[src/rtl/vram_arb_pkg.sv]
// -----------------------------------------------------------------------------
// vram_arb_pkg
// Shared types and constants for the video-RAM write-port arbiter.
//   arb_state_e : top-level sequencer state (ARB = serve requesters,
//                 CLEAR = fill frame buffer)
//   REQ_SPI/REQ_PAT : bit index of each requester in grant/select vectors
//   ADDR_W_DEF/DATA_W_DEF : default port widths
// -----------------------------------------------------------------------------
package vram_arb_pkg;

   typedef enum logic {
      ARB   = 1'b0,
      CLEAR = 1'b1
   } arb_state_e;

   localparam int REQ_SPI    = 0;  // SPI command handler
   localparam int REQ_PAT    = 1;  // pattern/overlay writer

   localparam int ADDR_W_DEF = 16;
   localparam int DATA_W_DEF = 8;

endpackage

[src/rtl/vram_wr_arbiter_rr_arb2.sv]
// -----------------------------------------------------------------------------
// rr_arb2
// Combinational two-way round-robin pick.
//   req_i [1:0] : eligible (already masked) requests
//   ptr_i       : index of the requester granted most recently
//   sel_o [1:0] : one-hot select of the winner, zero when nothing is eligible
// On a tie the requester that did not win last time is chosen.
// -----------------------------------------------------------------------------
module rr_arb2 (
   input  logic [1:0] req_i,
   input  logic       ptr_i,
   output logic [1:0] sel_o
);

   always_comb begin
      sel_o = 2'b00;
      unique case (req_i)
         2'b01:   sel_o = 2'b01;
         2'b10:   sel_o = 2'b10;
         2'b11:   sel_o = ptr_i ? 2'b01 : 2'b10;
         default: sel_o = 2'b00;
      endcase
   end

endmodule

[src/rtl/vram_wr_arbiter.sv]
// -----------------------------------------------------------------------------
// vram_wr_arbiter
// Shares the single VRAM write port between the SPI command handler (req0)
// and the pattern/overlay writer (req1), round-robin on ties. A clear
// sequencer fills addresses 0..CLEAR_DEPTH-1 with CLEAR_VALUE and locks out
// both requesters while it runs. All outputs are registered.
// Ports:
//   clk, rst_n                    : clock, async active-low reset
//   req0/addr0/data0 -> gnt0      : requester 0 (hold until gnt0)
//   req1/addr1/data1 -> gnt1      : requester 1 (hold until gnt1)
//   clear_start -> clear_busy     : single-cycle clear command / busy flag
//   mem_addr/mem_data/mem_we      : RAM write port
// Optional build macro VRAM_WR_ARBITER_STATS_EN adds gnt_cnt0/gnt_cnt1,
// saturating 16-bit grant counters zeroed by reset and by an accepted clear.
// -----------------------------------------------------------------------------
module vram_wr_arbiter
   import vram_arb_pkg::*;
#(
   parameter int                ADDR_W      = ADDR_W_DEF,
   parameter int                DATA_W      = DATA_W_DEF,
   parameter int                CLEAR_DEPTH = 1024,
   parameter logic [DATA_W-1:0] CLEAR_VALUE = '0
) (
   input  logic              clk,
   input  logic              rst_n,
   input  logic              req0,
   input  logic [ADDR_W-1:0] addr0,
   input  logic [DATA_W-1:0] data0,
   output logic              gnt0,
   input  logic              req1,
   input  logic [ADDR_W-1:0] addr1,
   input  logic [DATA_W-1:0] data1,
   output logic              gnt1,
   input  logic              clear_start,
   output logic              clear_busy,
   output logic [ADDR_W-1:0] mem_addr,
   output logic [DATA_W-1:0] mem_data,
   output logic              mem_we
`ifdef VRAM_WR_ARBITER_STATS_EN
   ,
   output logic [15:0]       gnt_cnt0,
   output logic [15:0]       gnt_cnt1
`endif
);

   localparam int CW = (CLEAR_DEPTH > 1) ? $clog2(CLEAR_DEPTH) : 1;
   localparam logic [CW-1:0] CLR_LAST = CW'(CLEAR_DEPTH - 1);

   if (64'(CLEAR_DEPTH) > (64'd1 << ADDR_W)) begin : g_depth_chk
      $error("vram_wr_arbiter: CLEAR_DEPTH exceeds address space");
   end

   arb_state_e        state_q, state_d;
   logic [CW-1:0]     cnt_q, cnt_d;
   logic              ptr_q, ptr_d;      // last granted requester
   logic [1:0]        gnt_q, gnt_d;
   logic              we_q, we_d;
   logic              busy_q, busy_d;
   logic [ADDR_W-1:0] addr_q, addr_d;
   logic [DATA_W-1:0] data_q, data_d;

   logic [1:0] elig, sel;
   logic       clr_acc, arb_go;

   // A requester granted this cycle is masked so a held req is not
   // granted twice back to back.
   assign elig = {req1 & ~gnt_q[REQ_PAT], req0 & ~gnt_q[REQ_SPI]};

   rr_arb2 u_rr (
      .req_i (elig),
      .ptr_i (ptr_q),
      .sel_o (sel)
   );

   assign clr_acc = (state_q == ARB) && clear_start;
   // Arbitration also runs in the final clear cycle so the first cycle
   // after clear_busy falls can already carry a grant.
   assign arb_go  = ((state_q == ARB) && !clear_start) ||
                    ((state_q == CLEAR) && (cnt_q == CLR_LAST));

   always_comb begin
      state_d = state_q;
      cnt_d   = cnt_q;
      ptr_d   = ptr_q;
      gnt_d   = 2'b00;
      we_d    = 1'b0;
      busy_d  = busy_q;
      addr_d  = addr_q;
      data_d  = data_q;

      if (clr_acc) begin
         state_d = CLEAR;
         busy_d  = 1'b1;
         cnt_d   = '0;
         we_d    = 1'b1;
         addr_d  = '0;
         data_d  = CLEAR_VALUE;
      end else if (state_q == CLEAR) begin
         if (cnt_q == CLR_LAST) begin
            state_d = ARB;
            busy_d  = 1'b0;
            cnt_d   = '0;
         end else begin
            cnt_d  = cnt_q + CW'(1);
            we_d   = 1'b1;
            addr_d = ADDR_W'(cnt_d);
            data_d = CLEAR_VALUE;
         end
      end

      if (arb_go && (sel != 2'b00)) begin
         gnt_d  = sel;
         we_d   = 1'b1;
         ptr_d  = sel[REQ_PAT];
         addr_d = sel[REQ_PAT] ? addr1 : addr0;
         data_d = sel[REQ_PAT] ? data1 : data0;
      end
   end

   always_ff @(posedge clk or negedge rst_n) begin
      if (!rst_n) begin
         state_q <= ARB;
         cnt_q   <= '0;
         ptr_q   <= 1'b1;
         gnt_q   <= 2'b00;
         we_q    <= 1'b0;
         busy_q  <= 1'b0;
         addr_q  <= '0;
         data_q  <= '0;
      end else begin
         state_q <= state_d;
         cnt_q   <= cnt_d;
         ptr_q   <= ptr_d;
         gnt_q   <= gnt_d;
         we_q    <= we_d;
         busy_q  <= busy_d;
         addr_q  <= addr_d;
         data_q  <= data_d;
      end
   end

   assign gnt0       = gnt_q[REQ_SPI];
   assign gnt1       = gnt_q[REQ_PAT];
   assign mem_we     = we_q;
   assign clear_busy = busy_q;
   assign mem_addr   = addr_q;
   assign mem_data   = data_q;

`ifdef VRAM_WR_ARBITER_STATS_EN
   logic [15:0] cnt0_q, cnt1_q;

   always_ff @(posedge clk or negedge rst_n) begin
      if (!rst_n) begin
         cnt0_q <= '0;
         cnt1_q <= '0;
      end else if (clr_acc) begin
         cnt0_q <= '0;
         cnt1_q <= '0;
      end else begin
         if (gnt_d[REQ_SPI] && (cnt0_q != 16'hFFFF)) cnt0_q <= cnt0_q + 16'd1;
         if (gnt_d[REQ_PAT] && (cnt1_q != 16'hFFFF)) cnt1_q <= cnt1_q + 16'd1;
      end
   end

   assign gnt_cnt0 = cnt0_q;
   assign gnt_cnt1 = cnt1_q;
`endif

endmodule
[config.mk]
export PLATFORM = sky130hd
export DESIGN_NAME = vram_wr_arbiter
export DESIGN_NICKNAME = d
export VERILOG_FILES = /design/src/rtl/vram_arb_pkg.sv /design/src/rtl/vram_wr_arbiter_rr_arb2.sv /design/src/rtl/vram_wr_arbiter.sv
export SDC_FILE = /design/constraint.sdc
export NUM_CORES = 1
export LEC_CHECK = 0
export ABC_AREA = 1
export CAP_MARGIN = 10
export CORE_ASPECT_RATIO = 1.75
export CORE_MARGIN = 2
export CORE_UTILIZATION = 40
export CTS_CLUSTER_DIAMETER = 150
export DETAILED_ROUTE_END_ITERATION = 12
export DONT_BUFFER_PORTS = 1
export GPL_ROUTABILITY_DRIVEN = 0
export GPL_TIMING_DRIVEN = 0
export PLACE_DENSITY_LB_ADDON = 0.3
export SYNTH_ARGS = -nofsm -noshare
export SYNTH_HDL_FRONTEND = slang
export SYNTH_HIERARCHICAL = 1
export SYNTH_SLANG_ARGS = --single-unit
[constraint.sdc]
create_clock -name clk -period 2.1 [get_ports clk]
set_clock_uncertainty 0.2 [all_clocks]
set_input_delay 0.21 -clock clk [delete_from_list [all_inputs] [get_ports clk]]
set_output_delay 0.21 -clock clk [all_outputs]
set_load 0.01 [all_outputs]
[Yosys cells after proc, flatten, opt, wreduce, memory -nomap -nowiden]
Cells that the tools add are included.
Cells by class
  $add $sub $neg: 1
  multiply operators: 0
  divide/modulo/power cells: 0
  $lt $le $gt $ge: 0
  equality and inequality tests: 5
  shifts and indexed selects: 0
  muxes and demuxes: 23
  bitwise gates (word level): 5
  reduce and logical (&&, ||, !) cells: 12
Operators with widths (count)
  $mux 16: 5
  $mux 8: 5
  $mux 10: 3
  $add 10x1->10 const B: 1
  $eq 10x10->1 const B: 1
  $mux 1: 7
  $pmux 2 s3: 1
  $reduce_bool 2->1: 3
  $eq 2x2->1 const B: 2
  $logic_and 1x1->1: 4
  $mux 2: 2
  $reduce_and 2->1: 2
  $ne 3x2->1 const B: 1
  $not 1->1: 3
  $reduce_bool 3->1: 1
  $and 1x1->1: 2
  $eq 2x1->1 const B: 1
  $logic_not 1->1: 1
  $logic_or 1x1->1: 1
Storage, ports and cells
  bits in registers: 40
  latch bits: 0
  memory bits (writable): 0
  bits in read-only memories: 0
  bits of input ports: 53
  output and inout bits: 28
  memories kept: 0

[Logic depth before layout (Yosys ltp)]
Gate-level depths: netlist of the first run.
  depth in word-level cells: 8
  mapped depth: 12
  mapped depth without buffers: 11

[Hierarchy]
Netlist of the first run, hierarchy kept.
By module, submodules not included
  vram_wr_arbiter: instances 1, cells an instance 292, area each 2177.1 µm²
  rr_arb2: instances 1, cells an instance 5, area each 21.3 µm²

[Worst setup path before layout of the first run]
OpenSTA, ideal clock, no wires.
  kind: reg-to-reg
  from: reg gnt_q[1]
  to: reg data_q[3] (netlist: mem_data[3])
  library setup time: 66 ps
  arrival time: 1665 ps
  slack: 169 ps
  stages on the path, launching flop included: 10
  buffers on the path: 2
  period minus slack after synthesis: 1931 ps
  cells stage by stage: dfrtp_1 nor2_1 inv_1 a21oi_1 clkbuf_1 buf_1 nand2_1 nand2_1 nand2_1 nand2_1
Between the ends
  cells in the longest elaborated chain, start to end: 8
RTL lines
  start, declared: line vram_wr_arbiter.sv:56  | logic [1:0] gnt_q, gnt_d;
  start signal, assigned: line vram_wr_arbiter.sv:134  | gnt_q <= gnt_d;
  $not 1->1 *: line vram_wr_arbiter.sv:67  | assign elig = {req1 & ~gnt_q[REQ_PAT], req0 & ~gnt_q[REQ_SPI]};
  $and 1x1->1 *: line vram_wr_arbiter.sv:67
  via elig[1]: line vram_wr_arbiter.sv:62  | logic [1:0] elig, sel;
  $eq 2x2->1 or $eq 2x1->1 (tied branches): line vram_wr_arbiter_rr_arb2.sv:17  | unique case (req_i)
  $pmux 2 s3 *: line vram_wr_arbiter_rr_arb2.sv:17
  via sel[1]: line vram_wr_arbiter.sv:62
  $reduce_bool 2->1: line vram_wr_arbiter.sv:111  | if (arb_go && (sel != 2'b00)) begin
  $logic_and 1x1->1: line vram_wr_arbiter.sv:111
  $ne 3x2->1 (no line) or $reduce_bool 3->1 (tied branches)
  $reduce_and 2->1 (no line)
  end signal, assigned: line vram_wr_arbiter.sv:138  | data_q <= data_d;
  end, declared: line vram_wr_arbiter.sv:60  | logic [DATA_W-1:0] data_q, data_d;
Mark *: on every way through the listed nets, which the timed path passes. The rest lies on a longest branch.
A chain may end at the register's enable or synchronous reset.

[Worst setup path in the final report of the first run]
  from: reg gnt_q[1]
  to: reg addr_q[9] (netlist: mem_addr[9])
Between the ends
  cells in the longest elaborated chain, start to end: 8
RTL lines
  $not 1->1 *: line vram_wr_arbiter.sv:67
  $and 1x1->1 *: line vram_wr_arbiter.sv:67
  via elig[1]: line vram_wr_arbiter.sv:62
  $eq 2x2->1 or $eq 2x1->1 (tied branches): line vram_wr_arbiter_rr_arb2.sv:17
  $pmux 2 s3 *: line vram_wr_arbiter_rr_arb2.sv:17
  via sel[1]: line vram_wr_arbiter.sv:62
  $reduce_bool 2->1: line vram_wr_arbiter.sv:111
  $logic_and 1x1->1: line vram_wr_arbiter.sv:111
  $ne 3x2->1 (no line) or $reduce_bool 3->1 (tied branches)
  $reduce_and 2->1 (no line)
  end signal, assigned: line vram_wr_arbiter.sv:137  | addr_q <= addr_d;
  end, declared: line vram_wr_arbiter.sv:59  | logic [ADDR_W-1:0] addr_q, addr_d;
Marked as above.

==> impl_metrics.toml, run 1 <==
[sta]
fin_crit_sh = 0.949
whs_ns = 0.00325
max_slew_margin = 0.601
setup_ws_ns = 0.108
finalSetupTns_ns = 0
worst_pin_slew_ns = 0.597
min_period_ns = 1.99
timing.fmax_ghz = 0.502
drv_slew = 0
rsz0062_at_grt = "false"
finalHoldViolCount = 0
final-setup-viol-count = 0

[logic_synthesis]
avgSynthCellArea_um2 = 7.40
yosysTopAreaCell = "dfrtp_1"
yosys_warnings = 6
synth_cell_type_count = 26
synth_seq_cells = 40
ys_seq_area_frac = 0.456
mappedNetlistNets = 351
synth_area_mm2 = 0.00220
netlist.area_leader.share = 0.444
syn-instance-count = 297
synth.top_cells.by_area = "dfrtp_1 44%, nand2_1 21%, nand3_1 7.7%"

[floorplan]
ios = 81
dieHeight_um = 102
rows = 35
die_x_um = 60.0
start_util = 0.415
core_area_mm2 = 0.00530
dieArea_mm2 = 0.00613

[setup_path]
crit_buf_inv = 2
regToRegSetupSlack_ns = 0.11
path_class = "reg2reg"
critPathLaunchType = "register"
worstRegToRegCells = 8
r2r-end = "mem_addr[9]$_DFFE_PN0P_"
cpPeakStageDelay_ns = 0.42
cp-end-kind = "register"
critical_path.top_delay_family = "compound AO/OA/AOI/OAI gates"
crit_arrival_ns = 2.03
worst_path_most_repeated_cell = "nand2_1"
cp_slowest_cell = "dfrtp_1"
timing.rr.start = "gnt_q[1]$_DFF_PN0_"
critical_path_required_ns = 2.13
critPathMaxFanout = 10
crit_chain = "nor2_1, inv_1, a21oi_4, nor2_4, clkbuf_2, o211ai_1, nand2_1, nand2_1"

[power]
power_density_mw_per_mm2 = 1030
total_power_mw = 2.92
comb_power_share = 0.356
sequentialPowerShare = 0.427
clkPwrFrac = 0.217
ir_worst_vdd_v = 0.000505
switching_share = 0.403
leakagePower_nw = 1.41
p_switching_mw = 1.17
internal_power_mw = 1.74

[clock_tree]
clk_latency_ns = 0.29
cts.path.max_buffers = 2
htree_levels = 2
cts_made_buffers = 5
clkTransAtPathRegs_ns = 0.08
cts.sinks = 40
cts_tree = "done"
root_buffer = "clkbuf_8"

[min_path]
min-delay-start = "addr0[4]"
hold_depth = 4
hold_class = "in2reg"
min_to = "mem_addr[4]$_DFFE_PN0P_"

[status]
outcome = "complete, no violations"

[flow_run]
maxCapViolations = 0

[place]
place_ws_ns = -0.514
portBuffers = 0
dp_hpwl_um = 4400

[routing]
vias = 2114
wl_per_cell_um = 15.0
drtIter0Drc = 52
antenna_left = 0
drtPass1Iterations = 6
drc = 0
wirelength_um = 6280
vias_per_cell = 5.07

[global_routing]
grt_max_degree = 41
antenna_found_initial = 0
grt.total_usage = 0.218
grt_pass1_wl_um = 10000
grt_pass1_vias = 2103
overflow = 0

[layout]
area_growth_pct = 28.4
layout.nets = 396
final_util = 0.533
drive_gt1_frac = 0.131
n_fill_cell = 507
antennaDiodeCount = 0
per-layer routing:
metal / vias to the layer above / routed length, um / part of all wire / global-route usage
met1: 982 / 2420 / 0.39 / 0.250
met2: 65 / 3430 / 0.55 / 0.387
li1: 1056 / - / - / -
met3: 11 / 300 / 0.048 / 0.0443
met4: 0 / 119 / 0.019 / 0.0821
met5: - / 0 / 0 / 0
worst max path at each step:
stage,start,to,slack [ns],depth (start not counted)
3_3_place_gp,gnt_q[1]$_DFF_PN0_,mem_addr[9]$_DFFE_PN0P_,-0.50,9
6_report,gnt_q[1]$_DFF_PN0_,mem_addr[9]$_DFFE_PN0P_,0.11,8
5_1_grt,cnt_q[0]$_DFFE_PN0P_,mem_addr[3]$_DFFE_PN0P_,0.0006,10
2_1_floorplan,gnt_q[1]$_DFF_PN0_,mem_data[3]$_DFFE_PN0P_,0.17,9
3_5_place_dp,gnt_q[1]$_DFF_PN0_,mem_addr[9]$_DFFE_PN0P_,-0.51,9
4_1_cts,gnt_q[0]$_DFF_PN0_,mem_data[7]$_DFFE_PN0P_,-0.03,9
power by group through the flow:
stage                     Combinational [mW]  Sequential [mW]  Clock (mW)
after CTS                              0.994             1.25       0.633
after detailed placement               0.907             1.25           0
final                                   1.04             1.25       0.632
after global routing                    1.20             1.27       0.664
after global placement                 0.877             1.25           0
after floorplan                        0.715             1.20           0
cells by family (layout without fill, tap and decap cells):
group                    after synthesis  in the layout  share of synthesized area
AND/OR/NAND/NOR                      188            188                      0.380
flip-flops                            40             40                      0.456
AO/OA/AOI/OAI                         35             35                     0.0899
buffers and inverters                 33             79                     0.0689
adder cells (fa/ha/maj)                1              1                    0.00569
cell usage in the layout (no fill, tap or decap), drive strengths merged:
cell type and n:
a21oi 5, buf 13, bufinv 1, clkbuf 11, clkinv 2, dfrtp 39
dfstp 1, dlygate4sd3 33, ha 1, inv 19, nand2 127, nand3 36
nand4 6, nor2 11, nor3 1, o211ai 7, o21ai 19, o22ai 4
or2 7
synthesized netlist by cell type, drive strengths merged:
| master | number |
|---|---|
| o21ai | 19 |
| nand2 | 127 |
| inv | 18 |
| clkbuf | 6 |
| dfstp | 1 |
| o211ai | 7 |
| nor3 | 1 |
| a21oi | 5 |
| nor2 | 11 |
| or2 | 7 |
| dfrtp | 39 |
| nand4 | 6 |
| buf | 7 |
| nand3 | 36 |
| clkinv | 2 |
| o22ai | 4 |
| ha | 1 |
sequential cells by signal, summed over array words and instances, names as in the netlist:
name and count:
mem_addr 16, mem_data 8, gnt_q 2, state_q 1, clear_busy 1, ptr_q 1, cnt_q 10, mem_we 1
per-stage QoR:
step / cells / area, um2
after global placement: 371 / 2290
final: 417 / 2820
after floorplan: 297 / 2200
after CTS: 413 / 2770
after global routing: 417 / 2820
after detailed placement: 371 / 2290
worst reg2reg max path: cells and delay by family (launching register included):
family | cells | cell delay, ns
flops | 1 | 0.42
compound gates | 2 | 0.56
simple gates | 4 | 0.42
buf+inv | 2 | 0.33
area by class of cell:
| type | instances | area, um2 | share of cell area |
|---|---|---|---|
| multi-input cells | 224 | 1070 | 0.379 |
| flip-flops and latches | 40 | 1000 | 0.355 |
| repair buffers | 38 | 380 | 0.135 |
| well taps | 74 | 92.6 | 0.0328 |
| plain buffers | 13 | 91.3 | 0.0324 |
| inverters | 20 | 80.1 | 0.0284 |
| clock buffers | 6 | 72.6 | 0.0257 |
| clock inverters | 2 | 35.0 | 0.0124 |
what timing repair did:
item / 4_1_cts / 5_1_grt
pin swaps: 0 / 2
hold buffers: 34 / 0
gates resized for setup: 10 / 12
endpoints found under the setup margin: 26 / 18
setup buffers: 0 / 4
endpoints found under the hold margin: 56 / 0
Power figures use the tool's default switching activity.
==> run 2: changes to the inputs <==
==> constraint.sdc (replaced) <==
create_clock -name clk -period 1.9 [get_ports clk]
set_clock_uncertainty 0.2 [all_clocks]
set_input_delay 0.19 -clock clk [delete_from_list [all_inputs] [get_ports clk]]
set_output_delay 0.19 -clock clk [all_outputs]
set_load 0.01 [all_outputs]
==> run 2 against run 1 <==
  * Core utilization grew 3.2 points
  * Global-route usage grew 0.73 points
  * Count of clock-buffer cells in the layout grew 1
  * Critical path type unchanged
  * Sequential power grew 11%
  * Critical endpoint unchanged
==> impl_metrics.toml, run 2 (same netlist as run 1, synthesis figures left out) <==
[global_routing]
overflow = 0
grt_pass1_vias = 2196
antenna_found_initial = 0
grt.total_usage = 0.225
grt_pass1_wl_um = 10300
grt_max_degree = 41

[routing]
vias = 2181
drtIter0Drc = 39
wirelength_um = 6540
vias_per_cell = 5.12
antenna_left = 0
wl_per_cell_um = 15.4
drc = 0
drtPass1Iterations = 4

[setup_path]
crit_buf_inv = 4
cpPeakStageDelay_ns = 0.42
critPathLaunchType = "register"
worst_path_most_repeated_cell = "nand2_1"
critical_path.top_delay_family = "buffers and inverters"
crit_chain = "nor2_2, inv_2, a21oi_4, buf_12, inv_4, buf_8, o21ai_2, o211ai_1, nand2_1, nand2_1"
critPathMaxFanout = 10
cp_slowest_cell = "dfrtp_1"
path_class = "reg2reg"
crit_arrival_ns = 1.84
cp-end-kind = "register"
critical_path_required_ns = 1.89

[floorplan]
rows = 35
start_util = 0.415
ios = 81
dieHeight_um = 102
die_x_um = 60.0
dieArea_mm2 = 0.00613
core_area_mm2 = 0.00530

[layout]
n_fill_cell = 467
drive_gt1_frac = 0.182
layout.nets = 405
final_util = 0.565
largest_register_ffs = 16
area_growth_pct = 36.2
design_area_mm2 = 0.00299
layout_common_cells = "124 x nand2_1, 38 x dfrtp_1, 36 x dlygate4sd3_1"
multi_input_area_mm2 = 0.00112
seqCellArea_mm2 = 0.00100
antennaDiodeCount = 0
layout_commonest_cell = "nand2_1"

[sta]
timing.fmax_ghz = 0.542
drv_slew = 0
final-setup-viol-count = 0
min_period_ns = 1.85
worst_pin_slew_ns = 0.382
finalHoldViolCount = 0
rsz0062_at_grt = "true"
fin_crit_sh = 0.971
max_slew_margin = 0.745

[clock_tree]
cts_made_buffers = 5
root_buffer = "clkbuf_8"
cts.path.max_buffers = 2
cts_tree = "done"
clkTransAtPathRegs_ns = 0.08
htree_levels = 2
cts.sinks = 40
clk_latency_ns = 0.29

[power]
power_density_mw_per_mm2 = 1100
ir_worst_vdd_v = 0.000528
leakagePower_nw = 1.48

[place]
portBuffers = 0
placed_cell_area_mm2 = 0.00230
dp_hpwl_um = 4360

[min_path]
hold_class = "in2reg"

[status]
outcome = "complete, no violations"

[flow_run]
maxCapViolations = 0
## run 2: cell count changes in the layout (fill, tap and decap cells not counted), moves of 3 or more
cell / change
dlygate4sd3_1: +3
buf_4: +4
or2_4: +5
o21ai_0: -5
clkbuf_1: -3
or2_2: -5
o21ai_2: +6
## run 2: layout make-up
type	count	area share
buffer	13	0.0422
tap	74	0.0309
multi-input combinational	224	0.375
timing repair buffer	47	0.158
clock buffer	7	0.0288
sequential	40	0.335
clock inverter	1	0.00251
inverter	20	0.0276
## run 2: power by group
part	leakage [nW]	internal (mW)	switching [mW]
sequential	0.491	1.11	0.279
combinational	0.946	0.532	0.764
clock	0.0445	0.295	0.304
total	1.48	1.94	1.35
## run 2: worst paths after layout
check                                      from                 endpoint  slack (ns)  cells past startpoint
max                          gnt_q[1]$_DFF_PN0_  mem_addr[9]$_DFFE_PN0P_        0.05                     10
max in group asynchronous                 rst_n        ptr_q$_DFFE_PN1P_        1.06                      2
min in group asynchronous                 rst_n   clear_busy$_DFFE_PN0P_        0.17                      2
max reg2reg                  gnt_q[1]$_DFF_PN0_  mem_addr[9]$_DFFE_PN0P_        0.05                     10
min reg2reg                cnt_q[6]$_DFFE_PN0P_     cnt_q[6]$_DFFE_PN0P_        0.32                      2
min                                    addr1[7]  mem_addr[7]$_DFFE_PN0P_        0.01                      4
## run 2: metrics by stage
stage | total power, mW | cells | hold WS (ns) | setup slack, ns | TNS, ns
2_1_floorplan | 2.12 | 297 | -0.306 | 0.0366 | 0
3_3_place_gp | 2.37 | 371 | -0.305 | -0.550 | -9.86
3_5_place_dp | 2.41 | 371 | -0.305 | -0.581 | -10.49
4_1_cts | 3.19 | 423 | 0.0379 | 0.000311 | 0
5_1_grt | 3.53 | 426 | 0.0583 | -0.0490 | -0.259
6_report | 3.29 | 426 | 0.0149 | 0.0549 | 0
## run 2: repair_timing
| item | CTS | global route |
|---|---|---|
| pin swaps | 6 | 16 |
| resized for setup | 23 | 35 |
| buffers inserted | 7 | 4 |
| endpoints found under the setup margin | 27 | 26 |
| hold buffers | 37 | 0 |
| hold endpoints to repair | 58 | 0 |
## run 2: worst min-delay path: stages
cell and delay, ns:
o21ai_2 0.04, o211ai_1 0.14, nand2_1 0.06, nand2_1 0.05
## run 2: layer usage
| layer | global-route usage | vias up | part of all wire |
|---|---|---|---|
| li1 | - | 1077 | - |
| met1 | 0.254 | 1021 | 0.39 |
| met2 | 0.402 | 67 | 0.54 |
| met3 | 0.0316 | 16 | 0.037 |
| met4 | 0.109 | 0 | 0.033 |
| met5 | 0 | - | 0 |
